## config.mk

```make
export PLATFORM = sky130hd
export DESIGN_NAME = prio_enc_pipe
export DESIGN_NICKNAME = d
export VERILOG_FILES = /design/src/rtl/prio_enc_pipe.sv
export SDC_FILE = /design/constraint.sdc
export NUM_CORES = 1
export LEC_CHECK = 0
export BUFFER_PORTS_ARGS = -buffer_cell sky130_fd_sc_hd__buf_2
export CAP_MARGIN = 20
export CORE_AREA = 2 2 39 41
export DETAILED_ROUTE_END_ITERATION = 8
export DIE_AREA = 0 0 41 43
export SYNTH_ARGS = -nofsm -noshare
export SYNTH_HDL_FRONTEND = slang
export SYNTH_SLANG_ARGS = --single-unit
```

## constraint.sdc

```tcl
create_clock -name clk -period 1.4 [get_ports clk]
set_input_delay 0.14 -clock clk [delete_from_list [all_inputs] [get_ports clk]]
set_output_delay 0.14 -clock clk [all_outputs]
set_load 0.005 [all_outputs]
```

## src/rtl/prio_enc_pipe.sv

```systemverilog
// prio_enc_pipe: registered N-to-log2(N) priority encoder with valid/ready
// handshake, a one-entry output register and an all-zero flag.
//
// Optional feature macro: PRIO_ENC_ROUND_ROBIN_EN
//   undefined : fixed priority, highest set index wins.
//   defined   : rotating priority. The search starts at ptr and moves downward,
//               wrapping modulo N. ptr resets to N-1.
//
// Ports
//   clk        rising-edge clock
//   rst        synchronous reset, active-high
//   req        request vector, bit i = request i
//   in_valid   req is valid this cycle
//   in_ready   block can accept req this cycle (combinational)
//   out_idx    encoded index of the winning request
//   out_zero   captured req was all zeros (out_idx = 0)
//   out_valid  out_idx/out_zero hold a result
//   out_ready  consumer takes the result this cycle
module prio_enc_pipe #(
  parameter  int unsigned N = 8,
  localparam int unsigned W = $clog2(N)
) (
  input  logic         clk,
  input  logic         rst,
  input  logic [N-1:0] req,
  input  logic         in_valid,
  output logic         in_ready,
  output logic [W-1:0] out_idx,
  output logic         out_zero,
  output logic         out_valid,
  input  logic         out_ready
);

  typedef enum logic {
    EMPTY = 1'b0,
    FULL  = 1'b1
  } state_t;

  state_t       r_state;
  state_t       w_state_nxt;
  logic         w_accept;
  logic [W-1:0] w_idx;
  logic         w_zero;
  logic [W-1:0] r_idx;
  logic         r_zero;

  // Highest set bit of v; 0 when v is empty.
  function automatic logic [W-1:0] f_hi(input logic [N-1:0] v);
    logic [W-1:0] idx;
    idx = '0;
    for (int i = 0; i < N; i++) begin
      if (v[i]) idx = W'(i);
    end
    return idx;
  endfunction

  // Handshake: a stalled full register blocks new input.
  assign in_ready  = (r_state == EMPTY) | out_ready;
  assign w_accept  = in_valid & in_ready;
  assign w_zero    = ~|req;
  assign out_valid = (r_state == FULL);
  assign out_idx   = r_idx;
  assign out_zero  = r_zero;

`ifdef PRIO_ENC_ROUND_ROBIN_EN
  logic [W-1:0] r_ptr;
  logic [N-1:0] w_lo_mask;
  logic [N-1:0] w_lo_req;

  // Downward search from ptr with wrap: prefer the highest request at or
  // below ptr, otherwise the highest request overall (those above ptr).
  assign w_lo_mask = {N{1'b1}} >> (W'(N - 1) - r_ptr);
  assign w_lo_req  = req & w_lo_mask;

  always_comb begin
    w_idx = f_hi(req);
    if (|w_lo_req) w_idx = f_hi(w_lo_req);
  end

  // Next search starts just below the winner; wrap uses N, not 2**W.
  always_ff @(posedge clk) begin
    if (rst) begin
      r_ptr <= W'(N - 1);
    end else if (w_accept && !w_zero) begin
      r_ptr <= (w_idx == '0) ? W'(N - 1) : w_idx - W'(1);
    end
  end
`else
  always_comb begin
    w_idx = f_hi(req);
  end
`endif

  // State register.
  always_ff @(posedge clk) begin
    if (rst) r_state <= EMPTY;
    else     r_state <= w_state_nxt;
  end

  // Next-state logic.
  always_comb begin
    w_state_nxt = r_state;
    case (r_state)
      EMPTY: if (w_accept) w_state_nxt = FULL;
      FULL:  if (!w_accept && out_ready) w_state_nxt = EMPTY;
      default: w_state_nxt = EMPTY;
    endcase
  end

  // Result register; holds its value on consume and during stall.
  always_ff @(posedge clk) begin
    if (rst) begin
      r_idx  <= '0;
      r_zero <= 1'b0;
    end else if (w_accept) begin
      r_idx  <= w_idx;
      r_zero <= w_zero;
    end
  end

endmodule

```

; Word level (Yosys, flattened, before mapping)
; Cells that the tools add are included.
[word_totals]
ff_bits = 5
memories = 0
elab_cells = 20
mem_bits_rw = 0
latch_bits = 0
rom_bits = 0
[classes]
shifts = 0
n_reduce_logical = 4
div = 0
n_mul = 0
magnitude_cmp = 0
addsub = 0
n_bitwise = 3
muxes = 10
eq_ne = 0
[ops]
columns = op, n
row1 = 3-bit 2-to-1 mux, 5
row2 = 8-bit OR reduction, 1
row3 = 1-bit 2-to-1 mux, 3
row4 = 1-bit zero test, 2
row5 = 2-bit 2-to-1 mux, 1
row6 = 1-bit case mux with 2 select lines, 1
row7 = 1-bit bitwise AND, 1
row8 = 1-bit logical AND, 1
row9 = 1-bit inverter, 1
row10 = 1-bit bitwise OR, 1

; Logic depth before layout (Yosys ltp)
; Gate-level depths: netlist (run 1).
[depth]
depth_word = 7
ltp_mapped = 4
depth_no_buf = 3

; Worst setup path after synthesis (run 1)
; Ideal clock, no wire load.
[synth_timing]
kind = register to register
startpoint = register r_state, in the netlist out_valid
endpoint = register r_idx[0], in the netlist out_idx[0]
path_slack_ps = 397
setup_time_ps = 88
synth_period_minus_slack_ps = 1003
path_buffers = 1
path_stages_with_launch = 5
required_ps = 1312
arrival_time_ps = 914
path_cell_list = dfxtp_1 -> nand2b_1 -> buf_2 -> and2_4 -> a311oi_2
[synth_via]
elab_chain_cells = 3
[synth_rtl]
columns = item, line
row1 = start: declaration, 39  ; state_t r_state;
row2 = start signal: assignment, 97  ; else r_state <= w_state_nxt;
row3 = 1-bit inverter, -
row4 = 1-bit bitwise OR, 58  ; assign in_ready = (r_state == EMPTY) | out_ready;
row5 = via in_ready, 27  ; output logic in_ready,
row6 = 1-bit bitwise AND, 59  ; assign w_accept = in_valid & in_ready;
row7 = end signal: assignment, 116  ; r_idx <= w_idx;
row8 = end: declaration, 44  ; logic [W-1:0] r_idx;
; The timed path passes the listed nets, and every way through them passes these cells.
; A chain may end at the register's enable or synchronous reset.

; Final worst setup path (run 1)
[layout_timing]
startpoint = register r_state, in the netlist out_valid
endpoint = output in_ready
[layout_via]
elab_chain_cells = 2
[layout_rtl]
columns = item, line
row1 = 1-bit inverter, -
row2 = 1-bit bitwise OR, 58
row3 = end: declaration, 27
; No other way between the ends.

==> results.py, run 1 <==
metrics = {
    "placed_design": {
        "globalplace.congestion": 0.608,
        "detailedPlacementHpwl_um": 497,
        "pre_cts_slack_ns": 0.363,
        "port_buffers": 17,
    },
    "critical_path": {
        "critical_path_class": "reg2out",
        "r2r.worst_path.cells": 3,
        "critical_path.endpoint_type": "primary output",
        "startpoint_type": "flop",
        "arrival_time_reported_for_the_critical_path_endpoint_ns": 0.92,
        "cp_data_required_time_ns": 1.26,
        "maximum_fanout_along_the_worst_path": 8,
    },
    "sta": {
        "final_slew_viol_count": 0,
        "clock_skew_ns": 0.00141,
        "clock.fmax_mhz": 943,
        "final_report_hold_violation_count": 0,
        "final.setup.worst_slack_ns": 0.340,
        "period_needed_ns": 1.06,
        "report.final.setup_viol": 0,
        "final_min_period_over_clock_period_pct": 75.7,
        "worst_slew_pin_tran_ns": 0.411,
        "slew_headroom_pct": 72.3,
        "timing.setup.tns_ns": 0,
        "fin_worst_hold_slack_ns": 0.141,
        "unrepaired_setup_endpoints_after_global_routing": "no",
    },
    "drt": {
        "iter_0_drt_violations": 0,
        "drt_drc_violations_left": 0,
        "vias_per_cell": 4.35,
        "drt.antenna.violating_nets": 0,
        "wl_um": 618,
        "via_count": 283,
        "wl_per_cell_um": 9.51,
        "drt_pass1_iterations": 1,
    },
    "run": {
        "max_cap_violations": 0,
    },
    "grt": {
        "grt_first_pass_wirelength_um": 876,
        "grt_util_all_layers_pct": 7.82,
        "largest_net_degree_at_the_start_of_global_routing": 9,
        "grt_pass1_vias": 231,
        "gr_ovfl_total": 0,
        "grt_antenna_before_repair": 0,
    },
    "die": {
        "coreArea_um2": 1380,
        "dieHeight_um": 43,
        "ioPinCount": 18,
        "die_w_um": 41,
        "floorplan.die_area_um2": 1760,
        "row_count": 14,
        "start_util_pct": 18.0,
    },
    "logic_synthesis": {
        "ys_ff_latch": 5,
        "synth_top_area_share_pct": 40.2,
        "synth.cells.most_frequent": "5 x sky130_fd_sc_hd__a21oi_1, 5 x sky130_fd_sc_hd__dfxtp_1, 3 x sky130_fd_sc_hd__inv_1, 3 x sky130_fd_sc_hd__nor2_1",
        "synth_top_cell_by_area": "sky130_fd_sc_hd__dfxtp_1",
        "synthesis.yosys.warnings": 0,
        "number_of_instances_in_the_synthesized_netlist": 29,
        "synth-edff-count": 0,
        "synth_top_flop_cell": "sky130_fd_sc_hd__dfxtp_1",
        "synth.lib_cells_used.distinct": 15,
        "postSynthNetCount": 41,
        "synth.top_cells.by_area": "sky130_fd_sc_hd__dfxtp_1 40%, sky130_fd_sc_hd__a21oi_1 10%, sky130_fd_sc_hd__a311oi_2 6.0%, sky130_fd_sc_hd__nand2b_1 5.0%, sky130_fd_sc_hd__nor4_1 5.0%",
        "post_syn_area_um2": 249,
        "synthArstFlopShare_pct": 0,
        "syn_area_per_cell_um2": 8.59,
        "synth.yosys.seq_area_share_pct": 40.2,
    },
    "pwr": {
        "total_power_mw": 0.383,
        "power_density_nw_per_um2": 1020,
        "power_leakage_nw": 0.177,
        "worst_ir_drop_vdd_mv": 0.203,
    },
    "clocking": {
        "cts-root-to-sink-buffers": 2,
        "cts-resized-gates": 0,
        "post_cts_buffers": 0,
        "clk_pin_slew_ns": 0.04,
        "worst_skew_pair.late_latency_ns": 0.24,
        "clock-sinks": 5,
        "tritoncts.num_buffers": 3,
        "clock_tree.root_cell": "sky130_fd_sc_hd__clkbuf_4",
        "holdBufCountCts": 0,
        "h-tree-depth": 1,
        "cts_tree": "yes",
    },
    "cells_and_area": {
        "nNetsFinal": 62,
        "final_core_util_pct": 27.1,
        "area_delta_synth_final_pct": 50.8,
        "ant_diodes": 0,
        "fillers": 161,
        "drive_gt1_share_pct": 46.9,
    },
    "worst_hold_path": {
        "holdCritPathClass": "in2reg",
        "worst_hold_path.num_cells": 2,
    },
    "status": {
        "outcome": "completed",
    },
}
[cell type report]
type	count	area, um^2	share of cell area [%]
repair buffers	17	85.1	22.7
inverters	3	11.3	3.00
clock buffers	4	26.3	7.00
well taps	16	20.0	5.33
flip-flops and latches	5	100	26.7
multi-input cells	20	133	35.3
[per-stage QoR]
step	area, um^2	instances
floorplan	249	29
global placement	349	61
detailed placement	349	61
CTS	375	65
global route	375	65
finish	375	65
[report_power, final]
group | internal (mW) | leakage (nW) | switching, mW
clock network | 0.107 | 0.0150 | 0.0547
registers | 0.152 | 0.0414 | 0.00388
logic | 0.0325 | 0.120 | 0.0319
[flip-flops by register name (all words and copies together), names as in the netlist]
signal and count:
out_idx 3, out_valid 1, out_zero 1
[kinds of logic (layout without fill, tap and decap cells)]
family          after synthesis  in the layout  share of synthesized area, %
buf+inv                       4             24                          6.53
compound gates               11             11                          32.7
simple gates                  9              9                          20.6
flops                         5              5                          40.2
[metal layers]
metal  vias up  global-route usage (%)  wire length [um]
li1        149                       -                 -
met1       118                    8.97               301
met2        16                    10.0               239
met3         0                    1.57                77
met4         0                    10.0                 0
met5         -                       0                 0
[worst max-delay path: stages (launching register included)]
cell	delay, ns
sky130_fd_sc_hd__dfxtp_1	0.30
sky130_fd_sc_hd__nand2b_1	0.21
sky130_fd_sc_hd__buf_2	0.17
[worst paths after layout]
| path | startpoint | endpoint | slack [ns] |
|---|---|---|---|
| worst max-delay path | out_valid$_SDFF_PP0_ | in_ready | 0.34 |
| worst min-delay path | rst | out_zero$_SDFFE_PP0P_ | 0.14 |
| worst max register to register | out_valid$_SDFF_PP0_ | out_idx[0]$_SDFFE_PP0P_ | 0.36 |
| worst min register to register | out_idx[1]$_SDFFE_PP0P_ | out_idx[1]$_SDFFE_PP0P_ | 0.54 |
[layout by cell type (no fill, tap or decap)]
cell type,instances
sky130_fd_sc_hd__dfxtp_1,5
sky130_fd_sc_hd__buf_2,17
sky130_fd_sc_hd__nor2_1,3
sky130_fd_sc_hd__nand2b_1,2
sky130_fd_sc_hd__nand4_1,1
sky130_fd_sc_hd__clkbuf_4,3
sky130_fd_sc_hd__clkbuf_1,1
sky130_fd_sc_hd__inv_1,3
sky130_fd_sc_hd__a221o_1,1
sky130_fd_sc_hd__a211oi_1,1
sky130_fd_sc_hd__and2_4,1
sky130_fd_sc_hd__nor4_1,2
sky130_fd_sc_hd__o21ai_0,1
sky130_fd_sc_hd__a311oi_1,1
sky130_fd_sc_hd__a311oi_2,1
sky130_fd_sc_hd__a21bo_2,1
sky130_fd_sc_hd__a21oi_1,5
(Power assumes the default switching activity.)
==> inputs of run 2 (changes only) <==
- ABC_AREA: unset -> 1
- clock period: 1.4 -> 0.9 ns (I/O delays scaled with it)
==> results.py, run 2 <==
metrics = {
    "pwr": {
        "psw_mw": 0.158,
        "power_leakage_nw": 0.230,
        "clockPowerShare_pct": 42.7,
        "power_density_nw_per_um2": 1490,
        "sequentialPowerShare_pct": 40.0,
        "swShare_pct": 25.8,
        "worst_ir_drop_vdd_mv": 0.991,
        "cell_internal_pwr_mw": 0.455,
        "total_power_mw": 0.613,
        "comb_power_share_pct": 17.3,
    },
    "drt": {
        "drt_pass1_iterations": 1,
        "wl_um": 595,
        "drt_drc_violations_left": 0,
        "vias_per_cell": 3.83,
        "iter_0_drt_violations": 0,
        "drt.antenna.violating_nets": 0,
        "via_count": 291,
        "wl_per_cell_um": 7.83,
    },
    "critical_path": {
        "critical_path.endpoint": "in_ready",
        "critical_path.reg2reg.startpoint": "out_valid$_SDFF_PP0_",
        "critical_path_class": "reg2out",
        "startpoint": "out_valid$_SDFF_PP0_",
        "maximum_fanout_along_the_worst_path": 3,
        "critical_path.endpoint_type": "primary output",
        "arrival_time_reported_for_the_critical_path_endpoint_ns": 0.76,
        "startpoint_type": "flop",
        "r2r.worst_path.cells": 5,
        "ff2ff_setup_slack_ns": 0.09,
        "cp_data_required_time_ns": 0.81,
        "worst_r2r_endpoint": "out_idx[1]$_SDFFE_PP0P_",
    },
    "sta": {
        "unrepaired_setup_endpoints_after_global_routing": "no",
        "final_report_hold_violation_count": 0,
        "slew_headroom_pct": 88.6,
        "clock.fmax_mhz": 1170,
        "final_min_period_over_clock_period_pct": 94.8,
        "report.final.setup_viol": 0,
        "clock_skew_ns": 0.00497,
        "period_needed_ns": 0.853,
        "timing.setup.tns_ns": 0,
        "final_slew_viol_count": 0,
        "worst_slew_pin_tran_ns": 0.169,
        "fin_worst_hold_slack_ns": 0.0334,
    },
    "logic_synthesis": {
        "synth_top_flop_cell": "sky130_fd_sc_hd__dfxtp_1",
        "synth_top_area_share_pct": 35.9,
        "synthesis.yosys.warnings": 0,
        "largest_family_of_logic_cells_by_synthesized_area": "simple AND/OR/NAND/NOR gates",
        "number_of_instances_in_the_synthesized_netlist": 39,
        "synth_most_common_cell": "sky130_fd_sc_hd__nand2_1",
        "synth_top_cell_by_area": "sky130_fd_sc_hd__dfxtp_1",
        "synth.yosys.seq_area_share_pct": 35.9,
        "ys_ff_latch": 5,
        "syn_area_per_cell_um2": 7.15,
        "synth.cells.most_frequent": "9 x sky130_fd_sc_hd__nand2_1, 7 x sky130_fd_sc_hd__inv_1, 5 x sky130_fd_sc_hd__dfxtp_1",
        "synth.top_cells.by_area": "sky130_fd_sc_hd__dfxtp_1 36%, sky130_fd_sc_hd__nand2_1 12%, sky130_fd_sc_hd__inv_1 9.4%, sky130_fd_sc_hd__nand2_4 8.1%, sky130_fd_sc_hd__nor2_2 6.7%",
        "synth.lib_cells_used.distinct": 12,
        "post_synth_xor_area_fraction_pct": 0,
        "post_syn_area_um2": 279,
        "synthArstFlopShare_pct": 0,
        "synth-edff-count": 0,
        "synth-simple-area-share_pct": 35.4,
        "synth_fa_ha_area_share_pct": 0,
        "area_fraction_in_compound_gates_after_synthesis_pct": 16.6,
        "muxShareOfSynthArea_pct": 0,
        "postSynthNetCount": 51,
    },
    "cells_and_area": {
        "drive_gt1_share_pct": 50.0,
        "layout.cells.most_common": "sky130_fd_sc_hd__buf_2",
        "nNetsFinal": 73,
        "area_delta_synth_final_pct": 47.5,
        "layout_common_cells": "17 x sky130_fd_sc_hd__buf_2, 9 x sky130_fd_sc_hd__nand2_1, 7 x sky130_fd_sc_hd__inv_1",
        "largest_reg_flops": 3,
        "ant_diodes": 0,
        "regArea_um2": 101,
        "fillers": 159,
        "multi_input_comb_area_um2": 145,
    },
    "die": {
        "dieHeight_um": 43,
        "floorplan.die_area_um2": 1760,
        "ioPinCount": 18,
        "start_util_pct": 20.2,
        "die_w_um": 41,
        "row_count": 14,
        "coreArea_um2": 1380,
    },
    "clocking": {
        "tritoncts.num_buffers": 3,
        "clk_pin_slew_ns": 0.05,
        "holdBufCountCts": 0,
        "h-tree-depth": 1,
        "post_cts_buffers": 0,
        "clock_tree.root_cell": "sky130_fd_sc_hd__clkbuf_4",
        "cts-root-to-sink-buffers": 2,
        "worst_skew_pair.late_latency_ns": 0.24,
        "cts-resized-gates": 1,
        "clock-sinks": 5,
        "cts_tree": "yes",
    },
    "grt": {
        "grt_pass1_vias": 274,
        "grt_util_all_layers_pct": 7.93,
        "grt_first_pass_wirelength_um": 952,
        "largest_net_degree_at_the_start_of_global_routing": 5,
        "gr_ovfl_total": 0,
        "grt_antenna_before_repair": 0,
    },
    "run": {
        "max_cap_violations": 0,
    },
    "status": {
        "outcome": "completed",
    },
    "placed_design": {
        "port_buffers": 17,
        "globalplace.congestion": 0.709,
        "detailedPlacementHpwl_um": 503,
    },
    "worst_hold_path": {
        "holdCritPathClass": "in2reg",
    },
}
[run 2: changes by cell type after synthesis, moves of 2 or more]
cell,before,now
sky130_fd_sc_hd__nand2b_1,2,0
sky130_fd_sc_hd__nand2_1,0,9
sky130_fd_sc_hd__o21ai_1,0,3
sky130_fd_sc_hd__nand2_4,0,2
sky130_fd_sc_hd__inv_1,3,7
sky130_fd_sc_hd__inv_2,0,2
sky130_fd_sc_hd__nor4_1,2,0
sky130_fd_sc_hd__a21oi_1,5,3
sky130_fd_sc_hd__nor2_2,0,3
[run 2: final cells by class]
type                            instances  share of cell area [%]
Clock buffer                            4                    6.38
Timing Repair Buffer                   17                    20.7
Multi-Input combinational cell         25                    35.3
Sequential cell                         5                    24.6
Inverter                                9                    8.21
Tap cell                               16                    4.86
[run 2: stage by stage]
step	utilization, %	cell area (um^2)	instances	setup slack, ns
global route	29.7	412	76	0.0139
floorplan	-	279	39	0.0799
global placement	27.8	384	72	0.0806
finish	29.7	412	76	0.0470
CTS	29.7	412	76	0.0347
detailed placement	27.8	384	72	0.0613
[run 2: metal layers]
metal / vias up / track usage (%) / wire length (um)
met3: 0 / 6.28 / 59
met5: - / 0 / 0
met2: 10 / 11.9 / 253
met1: 120 / 9.32 / 282
met4: 0 / 0 / 0
li1: 161 / - / -
[run 2: cell families (layout without fill, tap and decap cells)]
logic type / Yosys count / count (layout)
AND/OR/NAND/NOR: 17 / 17
buffers and inverters: 9 / 30
AO/OA/AOI/OAI: 8 / 8
flip-flops: 5 / 5
[run 2: how the worst min path moves through the flow]
stage               start                    end  slack, ns  cells after the start
global route          rst  out_zero$_SDFFE_PP0P_       0.03                      2
floorplan             rst  out_zero$_SDFFE_PP0P_       0.15                      1
detailed placement    rst  out_zero$_SDFFE_PP0P_       0.29                      2
finish                rst  out_zero$_SDFFE_PP0P_       0.03                      2
CTS                   rst  out_zero$_SDFFE_PP0P_       0.03                      2
global placement      rst  out_zero$_SDFFE_PP0P_       0.29                      2
[run 2: critical path, cell delays in order (launching register included)]
cell	delay, ns
sky130_fd_sc_hd__dfxtp_2	0.34
sky130_fd_sc_hd__nand2_4	0.06
sky130_fd_sc_hd__buf_2	0.12
[run 2: power groups by stage]
stage / Clock, mW / Combinational [mW] / Sequential, mW
6_report: 0.262 / 0.106 / 0.245
2_1_floorplan: 0 / 0.0501 / 0.250
5_1_grt: 0.287 / 0.122 / 0.246
3_3_place_gp: 0 / 0.106 / 0.249
4_1_cts: 0.275 / 0.109 / 0.245
3_5_place_dp: 0 / 0.108 / 0.248
==> inputs of run 3 (changes only) <==
- ABC_AREA: 1 -> unset
- BUFFER_PORTS_ARGS: -buffer_cell sky130_fd_sc_hd__buf_2 -> unset
- DONT_BUFFER_PORTS: unset -> 1
==> results.py, run 3 (synthesized netlist as in run 1, its figures left out) <==
metrics = {
    "placed_design": {
        "pre_cts_slack_ns": -0.0398,
        "detailed_place.area_um2": 280,
        "port_buffers": 0,
        "dpl.cell_count": 46,
        "globalplace.congestion": 0.585,
        "detailedPlacementHpwl_um": 440,
    },
    "critical_path": {
        "cpMaxStageDelayCell": "sky130_fd_sc_hd__dfxtp_2",
        "cp_data_required_time_ns": 0.81,
        "startpoint_type": "flop",
        "timing.critical_path.cells": "nand2b_4 -> buf_6",
        "critical_path.endpoint_type": "primary output",
        "maximum_fanout_along_the_worst_path": 7,
        "critical_path_class": "reg2out",
        "arrival_time_reported_for_the_critical_path_endpoint_ns": 0.80,
        "critPathMaxStageDelay_ns": 0.35,
        "critPathBufInv": 1,
        "worst_path_dominant_cell_family": "flip-flops",
    },
    "cells_and_area": {
        "ant_diodes": 0,
        "drive_gt1_share_pct": 39.5,
        "layoutNonFillerInstCount": 54,
        "area_delta_synth_final_pct": 47.7,
        "fillers": 153,
        "multi_input_comb_area_um2": 155,
        "layout_common_cells": "4 x sky130_fd_sc_hd__a21oi_1, 4 x sky130_fd_sc_hd__dfxtp_1",
        "nNetsFinal": 51,
        "regArea_um2": 101,
        "final_core_util_pct": 26.6,
        "largest_reg_flops": 3,
        "postLayoutCellArea_um2": 368,
    },
    "die": {
        "coreArea_um2": 1380,
        "start_util_pct": 18.0,
        "ioPinCount": 18,
        "die_w_um": 41,
        "dieHeight_um": 43,
        "floorplan.die_area_um2": 1760,
        "row_count": 14,
    },
    "sta": {
        "clock_skew_ns": 0.00331,
        "report.final.setup_viol": 0,
        "fin_worst_hold_slack_ns": 0.0272,
        "clock.fmax_mhz": 1120,
        "final_report_hold_violation_count": 0,
        "worst_slew_pin_tran_ns": 0.588,
        "final.setup.worst_slack_ns": 0.00570,
        "final_min_period_over_clock_period_pct": 99.4,
        "final_slew_viol_count": 0,
        "slew_headroom_pct": 60.4,
        "unrepaired_setup_endpoints_after_global_routing": "yes",
        "period_needed_ns": 0.894,
        "timing.setup.tns_ns": 0,
    },
    "grt": {
        "grtUsageMet1_pct": 10.3,
        "grt_pass1_vias": 242,
        "gr_ovfl_total": 0,
        "grt_util_all_layers_pct": 8.22,
        "busiest_layer": "met2",
        "largest_net_degree_at_the_start_of_global_routing": 8,
        "met3_global_route_usage_pct": 6.81,
        "grt_antenna_before_repair": 0,
        "grt_first_pass_wirelength_um": 917,
        "use_met2_pct": 10.6,
    },
    "clocking": {
        "clock-sinks": 5,
        "h-tree-depth": 1,
        "cts-root-to-sink-buffers": 2,
        "tritoncts.num_buffers": 3,
        "clock_tree.root_cell": "sky130_fd_sc_hd__clkbuf_4",
        "worst_skew_pair.late_latency_ns": 0.25,
        "cts_tree": "yes",
        "clk_pin_slew_ns": 0.05,
    },
    "drt": {
        "wl_per_cell_um": 12.2,
        "vias_per_cell": 4.69,
        "wl_um": 657,
        "drt_pass1_iterations": 2,
        "via_count": 253,
        "drt.antenna.violating_nets": 0,
        "drt_drc_violations_left": 0,
        "iter_0_drt_violations": 3,
    },
    "run": {
        "max_cap_violations": 0,
    },
    "worst_hold_path": {
        "holdCritPathClass": "in2reg",
    },
    "pwr": {
        "total_power_mw": 0.603,
        "power_density_nw_per_um2": 1640,
        "worst_ir_drop_vdd_mv": 0.560,
        "power_leakage_nw": 0.143,
    },
    "status": {
        "outcome": "completed",
    },
}
[run 3: what timing repair did]
action / in CTS / in global routing
pin swaps: 0 / 1
endpoints found under the setup margin: 4 / 3
hold buffers: 2 / 0
buffers inserted: 2 / 0
resized for setup: 3 / 3
endpoints found under the hold margin: 5 / 0
[run 3: final cells by class]
class / count / share of cell area (%)
timing repair buffer: 6 / 14.6
multi-input combinational: 20 / 42.2
sequential: 5 / 27.6
inverter: 3 / 3.06
tap: 16 / 5.44
clock buffer: 4 / 7.14
[run 3: worst paths after layout]
| check | to | cells after the start | startpoint | slack [ns] |
|---|---|---|---|---|
| worst max register to register | out_idx[2]$_SDFFE_PP0P_ | 4 | out_valid$_SDFF_PP0_ | 0.02 |
| worst min-delay path | out_idx[0]$_SDFFE_PP0P_ | 2 | req[7] | 0.03 |
| worst max-delay path | in_ready | 2 | out_valid$_SDFF_PP0_ | 0.006 |
| worst min register to register | out_idx[2]$_SDFFE_PP0P_ | 2 | out_idx[2]$_SDFFE_PP0P_ | 0.54 |
[run 3: where the power goes]
group	internal, mW	switching, mW	total (mW)
sequential	0.237	0.0119	0.249
clock	0.168	0.101	0.269
combinational	0.0484	0.0360	0.0844
[run 3: per-layer routing]
| metal | share of wire [%] | up-vias |
|---|---|---|
| li1 | - | 128 |
| met1 | 44 | 101 |
| met2 | 37 | 20 |
| met3 | 18 | 4 |
| met4 | 1.5 | 0 |
| met5 | 0 | - |
